`src/rtl/write_bytes_pkg.sv`:
```
// ============================================================================
// Module  : write_bytes_pkg
// Purpose : Shared types and helpers for the write_bytes engine: FSM state
//           encoding, byte/word widths and the little-endian byte selector.
// Ports   : none (package)
// Rev     : 1.0  initial release
// ============================================================================
`default_nettype none

package write_bytes_pkg;

  localparam int BYTE_W = 8;
  localparam int WORD_W = 32;

  typedef enum logic [1:0] {
    IDLE   = 2'd0,
    WRITE  = 2'd1,
    VERIFY = 2'd2,
    DONE   = 2'd3
  } state_t;

  // Little-endian byte lane select: idx 0 is word[7:0].
  function automatic logic [BYTE_W-1:0] byte_sel(input logic [WORD_W-1:0] w,
                                                 input logic [1:0]        idx);
    logic [BYTE_W-1:0] b;
    case (idx)
      2'd0:    b = w[7:0];
      2'd1:    b = w[15:8];
      2'd2:    b = w[23:16];
      default: b = w[31:24];
    endcase
    return b;
  endfunction

endpackage

`default_nettype wire

```
`src/rtl/write_bytes.sv`:
```
// ============================================================================
// Module  : write_bytes
// Purpose : Byte-serial write engine. On start, splits a 32-bit word into
//           BYTES bytes and writes them little-endian (byte i -> addr+i,
//           wrapping modulo NUMBER) into a byte-wide synchronous RAM, one
//           byte per cycle. Optional read-back verify.
// Config  : WRITE_VERIFY_EN - when defined, a VERIFY phase reads the bytes
//           back and raises a sticky verify_err on any mismatch.
// Ports   : clk, reset (async, active-low)
//           start, addr, word        - request (sampled only in IDLE)
//           busy, done               - status
//           wr_clock, wr_en, wr_addr, wr_data - RAM write port
//           rd_addr, rd_data         - RAM read port (verify only)
//           verify_err               - sticky compare mismatch
// Rev     : 1.0  initial release
// ============================================================================
`default_nettype none

module write_bytes
  import write_bytes_pkg::*;
#(
  parameter  int NUMBER = 256,
  parameter  int BYTES  = 4,
  localparam int AW     = $clog2(NUMBER)
) (
  input  logic              clk,
  input  logic              reset,
  input  logic              start,
  input  logic [AW-1:0]     addr,
  input  logic [WORD_W-1:0] word,
  output logic              busy,
  output logic              done,
  output logic [AW-1:0]     wr_addr,
  output logic [BYTE_W-1:0] wr_data,
  output logic              wr_en,
  output logic              wr_clock,
  output logic [AW-1:0]     rd_addr,
  input  logic [BYTE_W-1:0] rd_data,
  output logic              verify_err
);

  localparam logic [1:0] LAST = 2'(BYTES - 1);

  state_t            state;
  state_t            next_state;
  logic [1:0]        cnt;      // index of the byte currently on the write port
  logic [WORD_W-1:0] word_q;

  assign wr_clock = clk;

  // ---------------------------------------------------------------- FSM
  always_ff @(posedge clk or negedge reset) begin
    if (!reset) state <= IDLE;
    else        state <= next_state;
  end

`ifdef WRITE_VERIFY_EN
  logic [2:0] vcnt;
`endif

  always_comb begin
    next_state = state;
    busy       = (state != IDLE);
    done       = (state == DONE);
    case (state)
      IDLE:  if (start) next_state = WRITE;
      WRITE: begin
        if (cnt == LAST) begin
`ifdef WRITE_VERIFY_EN
          next_state = VERIFY;
`else
          next_state = DONE;
`endif
        end
      end
`ifdef WRITE_VERIFY_EN
      VERIFY: if (vcnt == 3'(BYTES)) next_state = DONE;
`endif
      DONE:    next_state = IDLE;
      default: next_state = IDLE;
    endcase
  end

  // ----------------------------------------------------- write datapath
  // The write port is registered so wr_addr/wr_data hold their last values
  // outside WRITE; byte 0 is loaded on the accepting edge so the first RAM
  // write lands on the very next edge.
  always_ff @(posedge clk or negedge reset) begin
    if (!reset) begin
      cnt     <= '0;
      word_q  <= '0;
      wr_en   <= 1'b0;
      wr_addr <= '0;
      wr_data <= '0;
    end else begin
      case (state)
        IDLE: begin
          if (start) begin
            word_q  <= word;
            cnt     <= 2'd0;
            wr_en   <= 1'b1;
            wr_addr <= addr;
            wr_data <= byte_sel(word, 2'd0);
          end
        end
        WRITE: begin
          if (cnt == LAST) begin
            wr_en <= 1'b0;
          end else begin
            cnt     <= cnt + 2'd1;
            wr_addr <= wr_addr + 1'b1;  // AW-bit counter gives the modulo wrap
            wr_data <= byte_sel(word_q, cnt + 2'd1);
          end
        end
        default: wr_en <= 1'b0;
      endcase
    end
  end

  // ----------------------------------------------------------- verify
`ifdef WRITE_VERIFY_EN
  logic [AW-1:0]     base;
  logic [AW-1:0]     rd_q;
  logic [BYTE_W-1:0] exp_q;   // expected byte, delayed to line up with rd_data
  logic              err_q;

  // VERIFY cycle j presents address base+j (j < BYTES) and compares the
  // read data of address j-1 (j >= 1), hence BYTES+1 cycles.
  always_ff @(posedge clk or negedge reset) begin
    if (!reset) begin
      base  <= '0;
      rd_q  <= '0;
      exp_q <= '0;
      err_q <= 1'b0;
      vcnt  <= '0;
    end else begin
      case (state)
        IDLE: begin
          if (start) begin
            base  <= addr;
            err_q <= 1'b0;
          end
        end
        WRITE: begin
          if (cnt == LAST) begin
            rd_q <= base;
            vcnt <= '0;
          end
        end
        VERIFY: begin
          if (vcnt != 3'd0 && rd_data != exp_q) err_q <= 1'b1;
          exp_q <= byte_sel(word_q, vcnt[1:0]);
          if (vcnt < 3'(BYTES - 1)) rd_q <= rd_q + 1'b1;
          vcnt  <= vcnt + 3'd1;
        end
        default: ;
      endcase
    end
  end

  assign rd_addr    = rd_q;
  assign verify_err = err_q;
`else
  logic unused_rd_data;
  assign unused_rd_data = ^rd_data;
  assign rd_addr        = '0;
  assign verify_err     = 1'b0;
`endif

endmodule

`default_nettype wire

```
`config.mk`:
```
export PLATFORM = sky130hd
export DESIGN_NAME = write_bytes
export DESIGN_NICKNAME = d
export VERILOG_FILES = /design/src/rtl/write_bytes_pkg.sv /design/src/rtl/write_bytes.sv
export SDC_FILE = /design/constraint.sdc
export NUM_CORES = 1
export LEC_CHECK = 0
export BUFFER_PORTS_ARGS = -buffer_cell sky130_fd_sc_hd__buf_2
export CAP_MARGIN = 20
export CORE_MARGIN = 3
export CORE_UTILIZATION = 48
export CTS_CLUSTER_DIAMETER = 150
export CTS_CLUSTER_SIZE = 30
export DETAILED_ROUTE_END_ITERATION = 8
export PLACE_DENSITY = 0.85
export SLEW_MARGIN = 40
export SYNTH_ARGS = -nofsm -noshare
export SYNTH_HDL_FRONTEND = slang
export SYNTH_SLANG_ARGS = --single-unit
```
`constraint.sdc`:
```
create_clock -name clk -period 5.1 [get_ports clk]
set_input_delay 0.51 -clock clk [delete_from_list [all_inputs] [get_ports clk]]
set_output_delay 0.51 -clock clk [all_outputs]
set_load 0.03 [all_outputs]
```
# Yosys cells after proc, flatten, opt, wreduce, memory -nomap -nowiden
# Index checks and enable logic that the tools add are counted.
# word_totals
register_bits	53
input_bits	51
output_inout_bits	29
elab_cells	39
# classes
n_addsub	2
n_eq_ne	8
muxes	16
n_reduce_logical	7
# ops
op	n
8-bit 2-to-1 mux	4
8-bit one-hot mux with 2 select lines	2
8-bit one-hot mux with 3 select lines	1
8-bit by 1-bit adder with 8-bit output, second input constant	1
2-bit 2-to-1 mux	4
2-bit one-hot mux with 2 select lines	2
2-bit equality test, second input constant	3
2-bit != test, second input constant	3
2-bit by 1-bit equality test with 1-bit output, second input constant	2
2-bit logical NOT	2
2-bit AND reduction	2
2-bit nonzero test	2
3-bit AND reduction	1
2-bit by 1-bit adder with 2-bit output, second input constant	1
1-bit 2-to-1 mux	2
1-bit one-hot mux with 2 select lines	1

# Logic depth before layout (Yosys ltp)
# depth
word_depth	5
mapped_depth	7
mapped_depth_nobuf	6

==> reports/qor_table.md <==
| Quantity | This run |
| --- | --- |
| Outcome | complete, no violations |
| Data required time at the worst endpoint | 4.59 ns |
| Design area | 3050 um2 |
| Actual slew at the worst max-slew pin | 0.700 ns |
| Most Frequent Cell on Critical Path | sky130_fd_sc_hd__clkbuf_8 |
| Number of antenna violations at the first check in global routing | 0 |
| Post-Route Hold Slack | 0.199 ns |
| Number of detailed-route iterations in the first pass | 5 |
| Via count | 2,012 |
| Number of buffers inserted by port buffering | 62 |
| Drt via density | 5.68 |
| Terminus of the critical flop-to-flop path | wr_addr[2] |
| Power, Total | 0.00213 W |
| Worst-path clk slew | 0.09 ns |
| Clock tree from TritonCTS | built |
| Worst slew margin relative to its limit | 0.534 |
| Maximum capacitance violations | 0 |
| Largest fanout of any net on the critical path | 2 |
| Slowest cell delay on critical path | 0.16 ns |
| EDFF count, synth | 0 |
| Number of design rule violations left after detail routing | 0 |
| Number of cell rows | 26 |
| Adder-cell share of the synthesized area | 0.0288 |
| Portion of netlist area occupied by mux cells | 0.129 |
| Core region area | 5170 um2 |
| Depth of the most critical reg-to-reg path | 5 |
| Clock latency at the later pin of the worst-skew pair | 0.42 ns |
| Grt total ovfl | 0 |
| Horizontal extent of the die | 79.7 um |
| Diodes inserted | 0 |
| Start-to-end type of the worst setup path | clock port to output pin |
| Synthesized-area fraction occupied by ao, oa, aoi and oai cells | 0.187 |
| Worst Setup Start Kind | clock port |
| Vias in the first global route | 2,028 |
| Combinational power share | 0.456 |
| Pwr dens | 697 nW/um2 |
| Area added between synthesis and finish | 16.9% |
| Post-Synth Simple-Gate Area | 0.0748 |
| Number of antenna-violating nets in the routed design | 0 |
| CTS hold repair buffers | 0 |
| Sw Ratio | 0.425 |
| Global-route usage over all layers | 0.191 |
| Combinational family with the most area after synthesis | compound AO/OA/AOI/OAI gates |
| Die area | 6360 um2 |
| Type of destination of the critical path | output pin |
| R2r setup slk | 3.05 ns |
| Largest net degree at the start of global routing | 54 |
| Number of warnings reported in the yosys synthesis log | 0 |
| Boundary pin count | 80 |
| Estimated wirelength of the detail-placed design | 3.96 mm |
| Xor-xnor portion of the synthesized cell area | 0 |
| Worst IR Drop VDD | 0.000376 V |
| P_leak | 1.41 nW |
| Arr. time, crit path | 2.94 ns |
| Die Height | 79.7 um |
| Mean area per synthesized cell | 11.5 um2 |
| Gate count after technology mapping | 227 |
| Proportion of power drawn by the clock network | 0.160 |
| Post-cts sizing count | 0 |
| Worst r2r src | cnt[0] |
| Total wirelength of the detailed-routed design | 5.68 mm |
| Hold violation total from the final report | 0 |
| Post-Place Cell Area | 2900 um2 |
| Commonest non-fill, non-tap cell in the layout | sky130_fd_sc_hd__buf_2 |
| Cell taking the most area after synthesis | sky130_fd_sc_hd__dfrtp_1 |
| Area contributors post-synth | sky130_fd_sc_hd__dfrtp_1 51%, sky130_fd_sc_hd__mux2_1 11%, sky130_fd_sc_hd__buf_4 4.0%, sky130_fd_sc_hd__a222oi_1 3.1%, sky130_fd_sc_hd__a21oi_1 2.9% |
| Most used flip-flop cell after synthesis | sky130_fd_sc_hd__dfrtp_1 |
| Cell breakdown of the critical path | clkbuf_8 -> clkbuf_8 -> buf_2 |
| Async set-or-reset flop fraction in the synthesized netlist | 1.00 |
| Worst slack at placement | 1.89 ns |
| Internal power of the cells | 0.00122 W |
| Number of synthesized register bits | 53 |
| Setup-violating endpoint count in the final report | 0 |
| Layout cell share with drive strength beyond 1 | 0.299 |
| Layout Nets | 340 |
| Average routed wire per standard cell | 16.0 um |
| Unique masters post-synth | 41 |
| # Post-CTS Setup Buffers | 0 |
| DRT iter0 DRCs | 160 |
| Top-area cell type share of the netlist area | 0.508 |
| First-pass GRT wire length | 9.25 mm |
| Final Worst Setup Slack | 1.65 ns |
| Sw power | 0.000903 W |
| Path class of the lowest-slack min-delay path | input port to asynchronous set/reset pin |
| Final worst clock skew | 0.00672 ns |
| Commonest non-fill, non-tap cells in the layout | 62 x sky130_fd_sc_hd__buf_2, 53 x sky130_fd_sc_hd__dfrtp_1, 26 x sky130_fd_sc_hd__mux2_1 |
| Max-slew violation total from the final report | 0 |
| Sequential cell area fraction in the yosys report | 0.508 |
| Syn Std Cell Area | 2610 um2 |
| CP max-delay cell | sky130_fd_sc_hd__buf_2 |
| Setup TNS | 0 ns |
| Portion of total power attributed to sequential cells | 0.384 |
| Initial standard-cell utilization of the core | 0.504 |
| Placer congestion estimate | 0.812 |
| Setup repair after global routing missed its margin | false |
## worst max-delay path by stage
stage	start	to	slack, ns
after CTS	clk	wr_clock	1.65
final	clk	wr_clock	1.65
after global placement	clk	wr_clock	1.89
after global routing	clk	wr_clock	1.64
after detailed placement	clk	wr_clock	1.89
after floorplan	clk	wr_clock	1.90
## cell type report
type,count,area [um2]
Tap cell,70,87.6
Sequential cell,53,1330
Clock buffer,10,129
Timing Repair Buffer,63,328
Fill cell,449,2120
Clock inverter,2,17.5
Multi-Input combinational cell,149,1140
Inverter,7,26.3
## per-stage QoR
| step | utilization | instances |
|---|---|---|
| floorplan | - | 235 |
| global placement | 0.558 | 342 |
| detailed placement | 0.561 | 343 |
| CTS | 0.588 | 354 |
| global route | 0.590 | 354 |
| finish | 0.590 | 354 |
## cells in the mapped netlist (2+ instances only)
master,instances
sky130_fd_sc_hd__inv_1,7
sky130_fd_sc_hd__o22ai_1,3
sky130_fd_sc_hd__dfrtp_1,53
sky130_fd_sc_hd__o21ai_1,7
sky130_fd_sc_hd__and3_1,2
sky130_fd_sc_hd__a2bb2oi_1,2
sky130_fd_sc_hd__o32a_1,6
sky130_fd_sc_hd__nand2_1,8
sky130_fd_sc_hd__ha_1,6
sky130_fd_sc_hd__mux2_1,26
sky130_fd_sc_hd__buf_4,14
sky130_fd_sc_hd__nand3_1,5
sky130_fd_sc_hd__a31oi_1,3
sky130_fd_sc_hd__mux2_2,4
sky130_fd_sc_hd__a32o_1,2
sky130_fd_sc_hd__o21a_1,6
sky130_fd_sc_hd__nor2_1,4
sky130_fd_sc_hd__nand4_1,2
sky130_fd_sc_hd__clkbuf_1,5
sky130_fd_sc_hd__a222oi_1,8
sky130_fd_sc_hd__a21oi_1,15
sky130_fd_sc_hd__o2bb2ai_1,2
sky130_fd_sc_hd__and2_1,3
sky130_fd_sc_hd__o21ai_0,10
sky130_fd_sc_hd__buf_2,6
sky130_fd_sc_hd__nand2b_1,3
## logic make-up after synthesis
kind of cell / Yosys count
other: 1
muxes: 30
adders and majority gates: 6
and+or+nand+nor: 34
AOI/OAI and AO/OA: 70
buffers and inverters: 33
DFF: 53
## critical path, delay by kind of cell
family | cells | cell delay (ns)
buffers and inverters | 3 | 0.38
## power groups by stage
stage	Clock (W)	Combinational, W	Sequential (W)
3_5_place_dp	0.0000247	0.000969	0.000820
2_1_floorplan	0.0000294	0.000658	0.000887
5_1_grt	0.000370	0.00107	0.000843
3_3_place_gp	0.0000247	0.000928	0.000806
4_1_cts	0.000348	0.000970	0.000812
6_report	0.000341	0.000969	0.000817
## routing by layer
layer	up-vias	track usage	routed length, um
met1	972	0.240	2420
li1	932	-	-
met5	-	0	0
met4	0	0.101	104
met3	10	0.0497	475
met2	98	0.301	2680
## sequential cells by signal, summed over array words and instances (netlist names)
register / cells
wr_addr: 8
cnt: 2
wr_en: 1
wr_data: 8
word_q: 32
state: 2
Note: power is estimated with default switching activity, not from simulation.
